[src/rtl/instr_fetch_pkg.sv]
// Shared definitions for the instruction fetch unit.
//   instruction_s : instruction word as delivered by the instruction memory
//   fetch_state_e : fetch sequencer states
//   fetch_resp_s  : instruction/PC pair held while decode is stalled
//   sat_inc32     : saturating 32-bit increment for the optional perf counters
package instr_fetch_pkg;

   localparam int unsigned instr_width      = 32;
   localparam int unsigned fetch_addr_width = 10;
   localparam int unsigned perf_width       = 32;

   typedef struct packed {
      logic [instr_width-1:0] word;
   } instruction_s;

   typedef enum logic {
      IDLE = 1'b0,
      RUN  = 1'b1
   } fetch_state_e;

   typedef struct packed {
      instruction_s                instr;
      logic [fetch_addr_width-1:0] pc;
   } fetch_resp_s;

   // Counter increment that sticks at all-ones instead of wrapping.
   function automatic logic [perf_width-1:0] sat_inc32(input logic [perf_width-1:0] v);
      return (v == {perf_width{1'b1}}) ? v : v + perf_width'(1);
   endfunction

endpackage

[src/rtl/fetch_skid_buf.sv]
// One-entry capture/drain register used to park a fetched instruction while
// decode is not ready.
//   clk, rst_n : clock, asynchronous active-low reset
//   flush      : drop the held entry (highest priority)
//   fill       : capture fill_data and mark the entry valid
//   drain      : release the held entry
//   fill_data  : entry to capture
//   valid      : entry held
//   data       : held entry
module fetch_skid_buf
   import instr_fetch_pkg::*;
#(
   parameter type entry_t = fetch_resp_s
) (
   input  logic   clk,
   input  logic   rst_n,
   input  logic   flush,
   input  logic   fill,
   input  logic   drain,
   input  entry_t fill_data,
   output logic   valid,
   output entry_t data
);

   // Flush beats fill beats drain; a fill never coincides with a drain in
   // the fetch unit because fill requires the buffer to be empty.
   always_ff @(posedge clk or negedge rst_n) begin
      if (!rst_n) begin
         valid <= 1'b0;
         data  <= '0;
      end else if (flush) begin
         valid <= 1'b0;
      end else if (fill) begin
         valid <= 1'b1;
         data  <= fill_data;
      end else if (drain) begin
         valid <= 1'b0;
      end
   end

endmodule

[src/rtl/instr_fetch.sv]
// Instruction fetch unit: read-side initiator for a synchronous instruction
// memory with one cycle of read latency. Issues sequential addresses, pairs
// each returned word with its PC and hands it to decode over valid/ready.
// A one-entry skid register plus holding the memory address on the pending
// PC absorbs decode stalls without losing the word in flight.
//
// Optional feature (macro INSTR_FETCH_PERF_EN): adds saturating 32-bit
// fetch_count_o (valid&ready transfers) and stall_count_o (valid&!ready
// cycles).
//
// Ports:
//   clk, n_reset_i          : clock, asynchronous active-low reset
//   start_i, start_pc_i     : begin fetching at start_pc_i
//   halt_i                  : flush and return to IDLE
//   redirect_v_i/_pc_i      : branch/jump redirect
//   imem_addr_o, imem_wen_o : memory read address, write enable (always 0)
//   imem_instr_i            : memory data for last cycle's address
//   fetch_valid_o/_ready_i  : handshake to decode
//   fetch_instr_o/_pc_o     : instruction and its PC
module instr_fetch
   import instr_fetch_pkg::*;
#(
   parameter int unsigned addr_width_p = fetch_addr_width
) (
   input  logic                    clk,
   input  logic                    n_reset_i,
   input  logic                    start_i,
   input  logic [addr_width_p-1:0] start_pc_i,
   input  logic                    halt_i,
   input  logic                    redirect_v_i,
   input  logic [addr_width_p-1:0] redirect_pc_i,
   output logic [addr_width_p-1:0] imem_addr_o,
   output logic                    imem_wen_o,
   input  instruction_s            imem_instr_i,
   output logic                    fetch_valid_o,
   input  logic                    fetch_ready_i,
   output instruction_s            fetch_instr_o,
   output logic [addr_width_p-1:0] fetch_pc_o
`ifdef INSTR_FETCH_PERF_EN
   ,
   output logic [perf_width-1:0]   fetch_count_o,
   output logic [perf_width-1:0]   stall_count_o
`endif
);

   typedef struct packed {
      instruction_s            instr;
      logic [addr_width_p-1:0] pc;
   } resp_t;

   fetch_state_e            state;
   logic [addr_width_p-1:0] pc_r;
   logic                    resp_v_r;
   logic [addr_width_p-1:0] resp_pc_r;

   logic                    skid_v_r;
   resp_t                   skid_q;
   resp_t                   resp_cur;

   logic                    in_run;
   logic                    flush;
   logic                    issue;
   logic                    skid_fill;
   logic                    skid_drain;
   logic [addr_width_p-1:0] flush_pc;

   assign in_run = (state == RUN);

   // start_i while running behaves like a redirect to start_pc_i.
   assign flush  = in_run & (halt_i | redirect_v_i | start_i);

   // No new address while the skid is occupied: two entries already in flight.
   assign issue  = in_run & ~flush & ~skid_v_r;

   // halt keeps the current PC; redirect wins over a concurrent start.
   always_comb begin
      flush_pc = pc_r;
      if (halt_i)            flush_pc = pc_r;
      else if (redirect_v_i) flush_pc = redirect_pc_i;
      else if (start_i)      flush_pc = start_pc_i;
   end

   // Word returned this cycle belongs to the address issued (or held) last cycle.
   assign resp_cur = {imem_instr_i, resp_pc_r};

   assign skid_fill  = resp_v_r & ~skid_v_r & ~fetch_ready_i;
   assign skid_drain = skid_v_r & fetch_ready_i;

   // Sequencer and response tracking.
   always_ff @(posedge clk or negedge n_reset_i) begin
      if (!n_reset_i) begin
         state     <= IDLE;
         pc_r      <= '0;
         resp_v_r  <= 1'b0;
         resp_pc_r <= '0;
      end else begin
         case (state)
            IDLE: begin
               if (start_i) begin
                  pc_r  <= start_pc_i;
                  state <= RUN;
               end
            end
            RUN: begin
               if (flush) begin
                  resp_v_r <= 1'b0;
                  pc_r     <= flush_pc;
                  if (halt_i) state <= IDLE;
               end else if (issue) begin
                  resp_v_r  <= 1'b1;
                  resp_pc_r <= pc_r;
                  pc_r      <= pc_r + addr_width_p'(1);
               end
            end
            default: state <= IDLE;
         endcase
      end
   end

   fetch_skid_buf #(
      .entry_t (resp_t)
   ) u_skid (
      .clk       (clk),
      .rst_n     (n_reset_i),
      .flush     (flush),
      .fill      (skid_fill),
      .drain     (skid_drain),
      .fill_data (resp_cur),
      .valid     (skid_v_r),
      .data      (skid_q)
   );

   // While the skid is full the memory re-reads the pending PC so its word
   // is still on imem_instr_i when the skid drains.
   assign imem_addr_o = skid_v_r ? resp_pc_r : pc_r;
   assign imem_wen_o  = 1'b0;

   assign fetch_valid_o = (skid_v_r | resp_v_r) & ~redirect_v_i & ~halt_i & ~start_i;
   assign fetch_instr_o = skid_v_r ? skid_q.instr : imem_instr_i;
   assign fetch_pc_o    = skid_v_r ? skid_q.pc    : resp_pc_r;

`ifdef INSTR_FETCH_PERF_EN
   logic [perf_width-1:0] fetch_cnt_r;
   logic [perf_width-1:0] stall_cnt_r;

   // Transfer and stall counters, saturating.
   always_ff @(posedge clk or negedge n_reset_i) begin
      if (!n_reset_i) begin
         fetch_cnt_r <= '0;
         stall_cnt_r <= '0;
      end else begin
         if (fetch_valid_o & fetch_ready_i)  fetch_cnt_r <= sat_inc32(fetch_cnt_r);
         if (fetch_valid_o & ~fetch_ready_i) stall_cnt_r <= sat_inc32(stall_cnt_r);
      end
   end

   assign fetch_count_o = fetch_cnt_r;
   assign stall_count_o = stall_cnt_r;
`endif

endmodule

[config.mk]
export PLATFORM = sky130hd
export DESIGN_NAME = instr_fetch
export DESIGN_NICKNAME = d
export VERILOG_FILES = /design/src/rtl/instr_fetch_pkg.sv /design/src/rtl/fetch_skid_buf.sv /design/src/rtl/instr_fetch.sv
export SDC_FILE = /design/constraint.sdc
export NUM_CORES = 1
export LEC_CHECK = 0
export CAP_MARGIN = 5
export CORE_MARGIN = 2
export CORE_UTILIZATION = 30
export CTS_BUF_LIST = sky130_fd_sc_hd__clkbuf_2
export DETAILED_ROUTE_END_ITERATION = 8
export SLEW_MARGIN = 20
export SYNTH_ARGS = -nofsm -noshare
export SYNTH_HDL_FRONTEND = slang
export SYNTH_SLANG_ARGS = --single-unit
[constraint.sdc]
create_clock -name clk -period 1.86 [get_ports clk]
set_input_delay 0.372 -clock clk [delete_from_list [all_inputs] [get_ports clk]]
set_output_delay 0.372 -clock clk [all_outputs]
set_load 0.02 [all_outputs]
==> flow_summary.yaml <==
timing:
  post-route-min-period_ns: 2.10
  fin_crit_sh: 1.13
  hold_viol: 0
  slew_violations: 0
  rsz0062_at_grt: "yes"
  hold_slack_ns: 0.409
  skew_ns: 0.0274
  tightest_slew_ns: 0.636
  max_slew_margin: 0.576
  max_freq_mhz: 477
  fin_ws_ns: -0.238
  fin_setup_tns_ns: -11.32
  setup_viol: 62
critical_path:
  cp_max_fo: 7
  crit_chain: "buf_8 > clkbuf_16 > mux2_4 > buf_6"
  required_ns: 1.49
  crit_type: "flip-flop to primary output"
  r2r_slack_ns: -0.02
  reg2regPathDepth: 6
  r2r-start: "u_skid.valid$_DFFE_PN0P_"
  reg2reg_to: "resp_pc_r[1]$_DFFE_PN0P_"
  critical_path.top_delay_family: "flip-flops"
  crit_path_max_incr_delay_ns: 0.47
  worstPathArrival_ns: 1.73
  cp-end-kind: "primary output"
  start_kind: "flip-flop"
  critPathSlowestCell: "dfrtp_2"
  crit_buf_inv: 3
place:
  port_buffers: 110
  place_area_um2: 5060
  place_inst: 561
  dp_hpwl_um: 6310
  gp_congestion: 0.812
global_route:
  grt_first_pass_wirelength_um: 15100
  grt_antenna_before_repair: 0
  grt_max_degree: 30
  grt_pass1_vias: 2941
  track_usage: 0.147
  grt_overflow_total: 0
pwr:
  fin_total_pwr_w: 0.00674
  peakVddDrop_v: 0.000326
  power_density_nw_per_um2: 1150
  leakage_nw: 2.63
layout:
  layout_commonest_cell: "mux2_4"
  ff_latch_area_um2: 1630
  nFillCells: 1056
  final_layout_size_suffix_gt1_frac: 0.517
  multi_input_area_um2: 2170
  layout.nets: 497
  syn_to_final_growth_pct: 62.5
  layout_common_cells: "mux2_4 (89), dfrtp_1 (64), clkdlybuf4s50_1 (56), buf_6 (56), buf_4 (25)"
  fin_cells: 590
  stdcell_area_um2: 5870
  diodes: 0
routing:
  via_count: 2881
  remaining_drc_errors: 0
  first_pass_iters: 4
  drtIter0Drc: 99
  ant_nets: 0
  viasPerCell: 4.88
  wire_per_inst_um: 16.6
  wirelength_um: 9780
floorplanning:
  ios: 112
  core_um2: 11900
  row_count: 40
  start_util: 0.304
  die-area_um2: 12900
  fp.dieW_um: 114
  die_y_um: 114
synthesis:
  async_reset_ff_frac: 1.00
  seq_area_frac_synth: 0.451
  yosysWarnings: 0
  avgSynthCellArea_um2: 12.2
  synth_flop_cell: "dfrtp_1"
  synth_top_area_frac: 0.451
  yosysTopAreaCell: "dfrtp_1"
  syn_inst: 295
  synthesis.area_um2: 3610
  synth_cell_types: 45
  syn_nets: 354
  ys_ff_latch: 65
  synthTopCellsByArea: "dfrtp_1 (45%), mux2_2 (30%), mux2_4 (3.3%)"
  synth_edf_count: 0
status:
  violations: "setup timing"
  status: "finished, violations left"
cts:
  path_clk_slew_ns: 0.19
  clk_latency_ns: 0.49
  root_buffer: "clkbuf_2"
  numCtsBuffers: 9
  cts.sinks: 65
  h-tree-depth: 3
  cts_tree: "yes"
  clk_path_buf_depth: 2
hold_path:
  hp-class: "primary input to async pin"
flow_run:
  cap_violations: 0
## repair_timing
action	CTS	global route
pin swaps	0	2
resized for setup	295	131
buffers inserted	5	2
endpoints found under the setup margin	53	66
hold buffers	1	0
hold endpoints to repair	22	0
cloned	4	3
## cells in the mapped netlist, types with 2 or more instances
cell and n:
buf_2 2, o2bb2ai_1 5, clkbuf_1 11, a22o_1 3
mux2_4 8, a221oi_1 5, buf_6 7, nand3_1 4
nor4_1 2, nor2b_1 2, o21ai_0 5, dfrtp_1 65
and3_1 3, nand2b_1 2, o21a_1 2, nor3_1 5
nor2_1 11, a21oi_1 11, buf_4 2, inv_1 2
mux2_2 96, mux2i_1 2, nand2_1 14, o22ai_1 3
a211oi_1 3
## state kept, by name (all words and copies together) (netlist names)
| register | cells |
|---|---|
| pc_r | 10 |
| u_skid.valid | 1 |
| resp_pc_r | 10 |
| resp_v_r | 1 |
| u_skid.data | 42 |
| in_run | 1 |
## how the worst max path moves through the flow
| stage | cells past startpoint | from | slack [ns] | to |
|---|---|---|---|---|
| 6_report | 4 | u_skid.valid$_DFFE_PN0P_ | -0.24 | fetch_instr_o[26] |
| 2_1_floorplan | 6 | start_i | 0.02 | pc_r[3]$_DFFE_PN0P_ |
| 4_1_cts | 5 | u_skid.valid$_DFFE_PN0P_ | -0.37 | fetch_instr_o[5] |
| 3_5_place_dp | 6 | redirect_v_i | -0.49 | u_skid.data[22]$_DFFE_PN0P_ |
| 3_3_place_gp | 4 | redirect_v_i | -0.46 | fetch_valid_o |
| 5_1_grt | 4 | u_skid.valid$_DFFE_PN0P_ | -0.33 | imem_addr_o[3] |
## power by group
group	switching, W	internal (W)	total [W]
registers	0.000420	0.00203	0.00245
clock network	0.000517	0.000444	0.000961
logic	0.00125	0.00208	0.00334
## routing by layer
metal  up-vias  GRT usage  part of all wire
met5         -          0                 0
met4         0     0.0463             0.013
met3        12     0.0287             0.048
met2        82      0.236              0.47
met1      1408      0.202              0.47
li1       1379          -                 -
## logic make-up after synthesis
logic type                 count (synthesis)  share of synthesized area
and+or+nand+nor                           51                     0.0738
DFF                                       65                      0.451
adders and majority gates                  1                    0.00347
AOI/OAI and AO/OA                         46                     0.0894
buffers and inverters                     25                     0.0433
other                                      1                    0.00104
muxes                                    106                      0.338
## cell type report
class / instances / share of cell area
inverter: 2 / 0.00213
multi-input combinational: 205 / 0.371
timing repair buffer: 155 / 0.296
clock inverter: 6 / 0.0141
clock buffer: 10 / 0.00853
tap: 147 / 0.0314
sequential: 65 / 0.278
## stage by stage
stage,util,worst slack [ns]
2_1_floorplan,-,0.0203
3_3_place_gp,0.426,-0.464
3_5_place_dp,0.426,-0.492
4_1_cts,0.452,-0.368
5_1_grt,0.495,-0.330
6_report,0.495,-0.238
No activity file was read; power rests on OpenSTA's default activity.
